### config.mk
export PLATFORM = sky130hd
export DESIGN_NAME = regfile_wb_arbiter
export DESIGN_NICKNAME = d
export VERILOG_FILES = /design/src/rtl/regfile_wb_arbiter.sv
export SDC_FILE = /design/constraint.sdc
export NUM_CORES = 1
export LEC_CHECK = 0
export CELL_PAD_IN_SITES_DETAIL_PLACEMENT = 1
export CELL_PAD_IN_SITES_GLOBAL_PLACEMENT = 2
export CORE_MARGIN = 2
export CORE_UTILIZATION = 27
export CTS_CLUSTER_DIAMETER = 30
export CTS_CLUSTER_SIZE = 16
export DETAILED_ROUTE_END_ITERATION = 8
export HOLD_SLACK_MARGIN = 0.05
export PLACE_DENSITY_LB_ADDON = 0.1
export RECOVER_POWER = 100
export SETUP_SLACK_MARGIN = 0.4
export SLEW_MARGIN = 30
export SYNTH_ARGS = -nofsm -noshare
export SYNTH_HDL_FRONTEND = slang
export SYNTH_SLANG_ARGS = --single-unit
### constraint.sdc
create_clock -name clk -period 3.1 [get_ports clk]
set_clock_uncertainty 0.05 [all_clocks]
set_input_delay 0.775 -clock clk [delete_from_list [all_inputs] [get_ports clk]]
set_output_delay 0.775 -clock clk [all_outputs]
set_load 0.05 [all_outputs]
### src/rtl/regfile_wb_arbiter.sv
// Round-robin arbiter for the single register-file write port.
// Requester A is the ALU result path and requester B is the load path.
// Grants are combinational valid/ready handshakes. The chosen write is
// registered onto wb_*, and wb_sel drives the destination-address mux select.
// A saturating counter records the cycles in which both requesters compete.
module regfile_wb_arbiter #(
  parameter int unsigned DATA_W = 32,
  parameter int unsigned ADDR_W = 5,
  parameter int unsigned CNT_W  = 8
) (
  input  logic              clk,
  input  logic              reset,
  input  logic              a_valid,
  input  logic [ADDR_W-1:0] a_addr,
  input  logic [DATA_W-1:0] a_data,
  output logic              a_ready,
  input  logic              b_valid,
  input  logic [ADDR_W-1:0] b_addr,
  input  logic [DATA_W-1:0] b_data,
  output logic              b_ready,
  input  logic              wb_stall,
  output logic              wb_en,
  output logic              wb_sel,
  output logic [ADDR_W-1:0] wb_addr,
  output logic [DATA_W-1:0] wb_data,
  output logic [CNT_W-1:0]  conflict_count
);

  localparam logic GRANT_A = 1'b0;
  localparam logic GRANT_B = 1'b1;

  localparam logic [CNT_W-1:0]  CNT_MAX   = {CNT_W{1'b1}};
  localparam logic [ADDR_W-1:0] ZERO_ADDR = '0;

  // Identity of the most recent grant. It resets to B so that A wins the first tie.
  logic              last_grant;

  logic              grant_valid_c;
  logic              grant_id_c;
  logic [ADDR_W-1:0] grant_addr_c;
  logic [DATA_W-1:0] grant_data_c;
  logic              conflict_c;

  // Grant selection: at most one ready, only to a valid requester, none while stalled.
  always_comb begin
    a_ready = 1'b0;
    b_ready = 1'b0;
    if (!wb_stall) begin
      if (a_valid && b_valid) begin
        if (last_grant == GRANT_B) begin
          a_ready = 1'b1;
        end else begin
          b_ready = 1'b1;
        end
      end else if (a_valid) begin
        a_ready = 1'b1;
      end else if (b_valid) begin
        b_ready = 1'b1;
      end
    end
  end

  // Payload mux for the granted requester, plus conflict detection.
  always_comb begin
    grant_valid_c = a_ready | b_ready;
    grant_id_c    = b_ready ? GRANT_B : GRANT_A;
    grant_addr_c  = b_ready ? b_addr : a_addr;
    grant_data_c  = b_ready ? b_data : a_data;
    conflict_c    = a_valid & b_valid & ~wb_stall;
  end

  // Registered write stage. A grant to $zero is consumed: round-robin state
  // advances, but the port stays disabled and the previous address and data hold.
  always_ff @(posedge clk or posedge reset) begin
    if (reset) begin
      wb_en      <= 1'b0;
      wb_sel     <= GRANT_A;
      wb_addr    <= '0;
      wb_data    <= '0;
      last_grant <= GRANT_B;
    end else begin
      wb_en <= 1'b0;
      if (grant_valid_c) begin
        last_grant <= grant_id_c;
        wb_sel     <= grant_id_c;
        if (grant_addr_c != ZERO_ADDR) begin
          wb_en   <= 1'b1;
          wb_addr <= grant_addr_c;
          wb_data <= grant_data_c;
        end
      end
    end
  end

  // Saturating conflict counter for performance debug.
  always_ff @(posedge clk or posedge reset) begin
    if (reset) begin
      conflict_count <= '0;
    end else if (conflict_c && (conflict_count != CNT_MAX)) begin
      conflict_count <= conflict_count + CNT_W'(1);
    end
  end

endmodule
Yosys cells after proc, flatten, opt, wreduce, memory -nomap -nowiden
Cells that the tools add are included.
{ "totals": {"wordCells": 30, "mem_count": 0, "out_inout_bits": 49, "latchBits": 0, "regBits": 48, "ramBits": 0, "in_bits": 79, "romBits": 0} }
{ "classes": {"muxes": 14, "n_mul": 0, "eq_ne": 1, "n_reduce_logical": 4, "n_shift": 0, "add_sub_neg": 1, "div": 0, "bitwise": 4, "magnitude_cmp": 0} }
{ "ops": {"columns": ["operator", "n"], "rows": [
  ["two-way mux 32 bit", 1],
  ["two-way mux 1 bit", 12],
  ["adder 8 x 1 -> 8 bit, second input constant", 1],
  ["!= test 8 bit, second input constant", 1],
  ["two-way mux 5 bit", 1],
  ["nonzero test 5 bit", 1],
  ["bitwise AND 1 bit", 2],
  ["logical AND 1 bit", 2],
  ["AND reduction 2 bit", 1],
  ["NOT 1 bit", 1],
  ["bitwise OR 1 bit", 1]
]} }

Logic depth before layout (Yosys ltp)
Gate-level depths: netlist of the first run.
{ "logic_depth": {"word_depth": 8, "ltp_mapped": 7, "ltp_nobuf": 5} }

Worst setup path before layout of the first run
Ideal clock, no wire load.
{ "synth_path": {"kind": "input-to-output", "from": "input port b_valid", "to": "output port a_ready", "cell_stages": 5, "arrival_ns": 1.975, "required_time_ns": 2.275, "setup_slack_ns": 0.300, "path_buffers": 1, "path_cell_list": "nor2b_1 -> buf_2 -> nand2_2 -> inv_2 -> nor2_1"} }
{ "synth_between": {"elab_chain_cells": 3} }
{ "synth_rtl": {"columns": ["item", "line_no", "rtl"], "rows": [
  ["from (decl)", "17", "input logic b_valid,"],
  ["logical AND 1 bit", "49", "if (a_valid && b_valid) begin"],
  ["two-way mux 1 bit", "49", null],
  ["two-way mux 1 bit", "48", "if (!wb_stall) begin"],
  ["to (decl)", "16", "output logic a_ready,"]
]} }
No other way between the ends.

Final worst setup path of the first run
{ "layout_path": {"from": "input port a_addr[0]", "to": "register wb_data[17]"} }
{ "layout_between": {"elab_chain_cells": 3} }
{ "layout_rtl": {"columns": ["item", "line_no", "rtl"], "rows": [
  ["from (decl)", "14", "input logic [ADDR_W-1:0] a_addr,"],
  ["two-way mux 5 bit", "67", "grant_addr_c = b_ready ? b_addr : a_addr;"],
  ["nonzero test 5 bit", "86", "if (grant_addr_c != ZERO_ADDR) begin"],
  ["AND reduction 2 bit (no source line)", null, null],
  ["to (signal assigned)", "89", "wb_data <= grant_data_c;"],
  ["to (decl)", "25", "output logic [DATA_W-1:0] wb_data,"]
]} }
No other way between the ends.
A chain may end at the register's enable or synchronous reset.

==> flow_summary.json, run 1 <==
{
  "rsz0062_at_grt": "no",
  "ir_worst_vdd_uv": 597.5,
  "avgSynthCellArea_um2": 13.37,
  "overflow": 0,
  "diodes": 0,
  "cp-start-kind": "primary input",
  "clock_path_buffers": 2,
  "tns_ns": 0,
  "ios": 128,
  "worstPathRequired_ns": 3.23,
  "drv_slew": 0,
  "grt_pass1_vias": 2187,
  "drive_above_1_share_pct": 18.84,
  "grt_max_degree": 40,
  "place_hpwl_mm": 5.602,
  "cp-end-kind": "flop",
  "synth-compound-area-share_pct": 6.721,
  "path_max_fanout": 23,
  "drc": 0,
  "clkTransAtPathRegs_ns": 0.10,
  "synthAdderAreaFrac_pct": 0.4801,
  "fillCellCount": 1022,
  "finalInstanceArea_um2": 4054,
  "relSlewSlack_pct": 30.44,
  "vias_per_cell": 4.469,
  "cts_tree": "built",
  "hold_path.class": "reg2reg",
  "worstHoldPathCells": 2,
  "rows": 35,
  "syn2layout_area_growth_pct": 55.54,
  "arrival_ns": 2.92,
  "drtAntennaViolNets": 0,
  "tightest_slew_ns": 1.043,
  "path_class": "in2reg",
  "io_buffers": 127,
  "yosysWarnings": 0,
  "grt_antenna_before_repair": 0,
  "insertion_delay_ns": 0.30,
  "die_x_um": 102.3,
  "synth_simple_gate_area_share_pct": 8.161,
  "yosysTopAreaCell": "dfrtp_1",
  "clkSinkCount": 48,
  "cts_root_buffer": "clkbuf_8",
  "netlist.area_leader.share_pct": 45.13,
  "synth_area_leaders": "dfrtp_1 (45%), mux2_4 (17%), mux2_2 (15%)",
  "grt_usage_pct": 13.82,
  "synthMuxAreaShare_pct": 32.98,
  "synthDistinctLibCells": 40,
  "finalPower_uw": 2185,
  "finalWirelength_mm": 7.157,
  "power_density_nw_per_um2": 538.9,
  "setup_viol": 0,
  "start_util_pct": 28.07,
  "grt_pass1_wl_mm": 11.23,
  "synth_xor_area_share_pct": 2.352,
  "firstDrtPassIters": 4,
  "hold_viol_final": 0,
  "r2r_cells": 6,
  "fin_crit_ns": 2.789,
  "layout.nets": 408,
  "status": "finished clean",
  "ys_seq_area_share_pct": 46.14,
  "htree_levels": 2,
  "drt-initial-drc-count": 26,
  "synth.ff_latch_count": 48,
  "netlist_instances": 195,
  "wl_per_cell_um": 15.63,
  "fmax_mhz": 358.5,
  "core_area_um2": 9284,
  "synth_area_um2": 2606,
  "p_leak_uw": 0.001670,
  "fin_crit_sh_pct": 89.97,
  "synth_top_family_by_area": "multiplexers",
  "drv_cap": 0,
  "gp_congestion": 0.7699,
  "cts_inserted_buffers": 5,
  "vias": 2047,
  "syn_nets": 275,
  "dpl_cell_area_um2": 4046,
  "die_y_um": 102.3,
  "die_area_um2": 10460
}
==> cells by family (layout without fill, tap and decap cells) <==
group | after synthesis | in the layout
multiplexers | 67 | 67
flip-flops | 48 | 48
XOR/XNOR | 7 | 7
adder cells (fa/ha/maj) | 1 | 1
AO/OA/AOI/OAI | 19 | 19
AND/OR/NAND/NOR | 40 | 40
buffers and inverters | 13 | 147
==> worst paths after layout <==
check	from	end	slack [ns]
worst max-delay path	a_addr[0]	wb_data[17]$_DFFE_PP0P_	0.31
worst min-delay path	last_grant$_DFFE_PP1P_	last_grant$_DFFE_PP1P_	0.43
worst max register to register	last_grant$_DFFE_PP1P_	wb_data[17]$_DFFE_PP0P_	0.79
worst min register to register	last_grant$_DFFE_PP1P_	last_grant$_DFFE_PP1P_	0.43
max in group asynchronous	reset	wb_data[30]$_DFFE_PP0P_	0.81
min in group asynchronous	reset	conflict_count[4]$_DFFE_PP0P_	0.87
==> synth_stat cells (all sizes together) <==
library cell and instances:
a2111oi 1, a211o 1, a211oi 2, a21oi 2, a311o 2, a31oi 1, and2 5, buf 7
clkbuf 2, dfrtp 47, dfstp 1, ha 1, inv 4, mux2 64, mux2i 3, nand2 11
nand2b 1, nand3 6, nand4 3, nor2 2, nor2b 1, nor3 4, nor4 4, o211a 1
o211ai 1, o21ai 2, o21bai 1, o22ai 1, o2bb2ai 2, o31ai 1, o41ai 1, or3 3
xnor2 5, xor2 2
==> critical path: stages <==
cell,delay (ns)
clkdlybuf4s50_1,0.46
or3_4,0.44
a2111oi_4,0.40
a211oi_4,0.12
clkbuf_4,0.32
mux2_1,0.39
==> through the flow <==
step / cells / util [%] / hold slack, ns / worst slack (ns)
after global routing: 458 / 43.67 / 0.4616 / 0.2424
after global placement: 449 / 43.58 / 0.4091 / 0.09729
after CTS: 458 / 44.96 / 0.4399 / 0.4056
after detailed placement: 449 / 43.58 / 0.4175 / 0.03998
after floorplan: 195 / - / 0.3938 / 0.5291
final: 458 / 43.67 / 0.4329 / 0.3110
==> cells in the final DEF (no fill, tap or decap), types with 3 or more instances in the layout <==
| cell | count |
|---|---|
| mux2i_1 | 3 |
| dfrtp_1 | 47 |
| nor4_1 | 4 |
| buf_4 | 3 |
| nand4_1 | 3 |
| inv_1 | 3 |
| nand2_1 | 10 |
| nand3_1 | 6 |
| clkbuf_8 | 6 |
| xnor2_1 | 5 |
| clkbuf_1 | 4 |
| nor3_1 | 4 |
| mux2_2 | 35 |
| clkdlybuf4s50_1 | 74 |
| mux2_1 | 24 |
| mux2_4 | 5 |
| and2_1 | 4 |
| dlygate4sd3_1 | 48 |
==> cell type report <==
cell class | instances | area [µm²] | area share, %
multi-input combinational | 134 | 1242 | 30.65
clock inverter | 2 | 13.76 | 0.3395
sequential | 48 | 1202 | 29.66
clock buffer | 6 | 82.58 | 2.037
tap | 129 | 161.4 | 3.981
timing repair buffer | 135 | 1331 | 32.84
inverter | 4 | 20.02 | 0.4938
==> timing repair <==
item	CTS	global route
setup buffers	1	0
hold buffers	0	0
gates resized for setup	9	2
endpoints found under the setup margin	23	2
pin swaps	0	0
==> where the power goes <==
part / switching, µW / leakage, µW / internal, µW
sequential: 86.1 / 0.000576 / 738
combinational: 596 / 0.00104 / 367
clock: 214 / 0.0000516 / 183
total: 897 / 0.00167 / 1290
==> registers in the layout, summed over array words and instances (netlist names) <==
| signal | cells |
|---|---|
| wb_sel | 1 |
| wb_data | 32 |
| wb_addr | 5 |
| last_grant | 1 |
| conflict_count | 8 |
| wb_en | 1 |
==> metal layers <==
layer | vias up | global-route usage, % | part of all wire [%] | wire length [µm]
li1 | 980 | - | - | -
met1 | 979 | 18.21 | 44 | 3157
met2 | 83 | 22.22 | 46 | 3303
met3 | 5 | 4.583 | 8.9 | 636
met4 | 0 | 3.077 | 0.84 | 60
met5 | - | 0 | 0 | 0
Power figures use the tool's default switching activity.
==> run 2: changes to the inputs <==
--- a/config.mk
+++ b/config.mk
@@ -8,8 +8,8 @@
 export CELL_PAD_IN_SITES_DETAIL_PLACEMENT = 1
 export CELL_PAD_IN_SITES_GLOBAL_PLACEMENT = 2
 export CORE_MARGIN = 2
-export CORE_UTILIZATION = 27
-export CTS_CLUSTER_DIAMETER = 30
+export CORE_UTILIZATION = 22
+export CTS_CLUSTER_DIAMETER = 80
 export CTS_CLUSTER_SIZE = 16
 export DETAILED_ROUTE_END_ITERATION = 8
 export HOLD_SLACK_MARGIN = 0.05
==> constraint.sdc (replaced) <==
create_clock -name clk -period 2.3 [get_ports clk]
set_clock_uncertainty 0.05 [all_clocks]
set_input_delay 0.575 -clock clk [delete_from_list [all_inputs] [get_ports clk]]
set_output_delay 0.575 -clock clk [all_outputs]
set_load 0.05 [all_outputs]
==> flow_summary.json, run 2 (synthesis gave the netlist of run 1 again) <==
{
  "status": "finished clean",
  "power_density_nw_per_um2": 716.5,
  "drtAntennaViolNets": 0,
  "overflow": 0,
  "gp_congestion": 0.7780,
  "mostFrequentLayoutCells": "clkdlybuf4s50_1 (65), dfrtp_1 (47), dlygate4sd2_1 (44)",
  "ir_worst_vdd_uv": 445.2,
  "drv_slew": 0,
  "rsz0062_at_grt": "yes",
  "pwr-share-comb_pct": 42.3,
  "critPathLaunch": "last_grant$_DFFE_PP1P_",
  "r2r_slack_ns": 0.19,
  "path_max_fanout": 4,
  "cell_internal_pwr_uw": 1960,
  "whs_endpoint": "wb_data[30]$_DFFE_PP0P_",
  "switchingPower_uw": 1275,
  "r2r_cells": 6,
  "setup_viol": 0,
  "clock_path_buffers": 2,
  "insertion_delay_ns": 0.28,
  "whs_ns": 0.4288,
  "place_hpwl_mm": 6.039,
  "worstHoldPathCells": 1,
  "die_y_um": 112.8,
  "vias_per_cell": 4.331,
  "drv_cap": 0,
  "swShare_pct": 39.41,
  "vias": 2209,
  "die_x_um": 112.8,
  "grt_max_degree": 49,
  "cp-end-kind": "output pin",
  "seqPwrFrac_pct": 34.7,
  "cts_hold_buf": 0,
  "grt_antenna_before_repair": 0,
  "drt-initial-drc-count": 66,
  "fin_util_pct": 39.38,
  "cp-start-kind": "flop",
  "largest_register": "wb_data",
  "die_area_um2": 12730,
  "io_buffers": 127,
  "fin_crit_sh_pct": 91.89,
  "reg_top3": "wb_data (32), conflict_count (8), wb_addr (5)",
  "clockPowerShare_pct": 23.0,
  "cts_inserted_buffers": 5,
  "tightest_slew_ns": 1.262,
  "layout_commonest_cell": "clkdlybuf4s50_1",
  "p_leak_uw": 0.002013,
  "hold_path.class": "reg2reg",
  "firstDrtPassIters": 4,
  "start_util_pct": 22.73,
  "core_area_um2": 11470,
  "hold_viol_final": 0,
  "layout.nets": 447,
  "relSlewSlack_pct": 15.84,
  "cts_tree": "built",
  "clkSinkCount": 48,
  "fin_crit_ns": 2.113,
  "r2r-end": "wb_data[17]$_DFFE_PP0P_",
  "min_from": "wb_data[30]$_DFFE_PP0P_",
  "wl_per_cell_um": 16.31,
  "largest_reg_flops": 32,
  "arrival_ns": 1.49,
  "cts_root_buffer": "clkbuf_16",
  "rows": 39,
  "drc": 0,
  "fmax_mhz": 473.2,
  "finalWirelength_mm": 8.320,
  "r2r-start": "last_grant$_DFFE_PP1P_",
  "syn2layout_area_growth_pct": 73.26,
  "clkTransAtPathRegs_ns": 0.07,
  "grt_pass1_wl_mm": 13.25,
  "worstPathRequired_ns": 1.67,
  "ios": 128,
  "fillCellCount": 1254,
  "path_class": "reg2out",
  "drive_above_1_share_pct": 32.70,
  "diodes": 0,
  "grt_usage_pct": 13.31,
  "fin_cells": 510,
  "grt_pass1_vias": 2459,
  "placedCellCount": 486,
  "htree_levels": 2
}
-- run 2: how the worst max path moves through the flow --
stage / slack (ns) / to / depth (start not counted)
2_1_floorplan: 0.22 / wb_data[10]$_DFFE_PP0P_ / 7
3_3_place_gp: -0.23 / wb_data[6]$_DFFE_PP0P_ / 7
3_5_place_dp: -0.24 / wb_data[3]$_DFFE_PP0P_ / 6
4_1_cts: 0.22 / a_ready / 6
5_1_grt: 0.09 / wb_data[30]$_DFFE_PP0P_ / 6
6_report: 0.19 / a_ready / 6
-- run 2: area by class of cell --
class	count	area [µm²]	area share, %
clock inverter	1	8.758	0.1940
timing repair buffer	174	1650	36.55
inverter	4	22.52	0.4988
multi-input combinational	134	1314	29.09
sequential	48	1202	26.63
clock buffer	6	138.9	3.076
tap	143	178.9	3.962
-- run 2: through the flow --
stage | total power, µW | setup TNS, ns | cell area, µm² | setup slack [ns]
finish | 3236 | 0 | 4516 | 0.1865
global route | 3413 | 0 | 4516 | 0.09479
CTS | 3361 | 0 | 4606 | 0.2225
detailed placement | 2618 | -7.142 | 4279 | -0.2350
global placement | 2609 | -7.317 | 4279 | -0.2258
floorplan | 2019 | 0 | 2629 | 0.2169
-- run 2: worst max-delay path, cell delays in order (launching register included) --
cell and delay, ns:
dfstp_2 0.56, nand2_4 0.06, nand2_4 0.09, inv_8 0.04
buf_6 0.12, nor2_4 0.07, clkbuf_2 0.27
-- run 2: power by group through the flow --
stage,registers [µW],clock network (µW),logic (µW)
CTS,1130,781,1450
global placement,1140,0,1470
detailed placement,1140,0,1480
finish,1120,744,1370
global route,1150,813,1450
floorplan,1650,0,374
-- run 2: what timing repair did --
action,4_1_cts,5_1_grt
gates cloned,4,0
pin swaps,8,3
setup endpoints to repair,88,39
buffers inserted,10,3
resized for setup,102,13
-- run 2: per-layer routing --
layer	share of wire (%)	wire length, µm	GRT usage, %	vias to the layer above
met3	8.0	668	4.713	4
li1	-	-	-	1058
met5	0	0	0	-
met4	1.0	85	3.496	0
met2	48	4001	22.20	78
met1	43	3565	16.40	1069
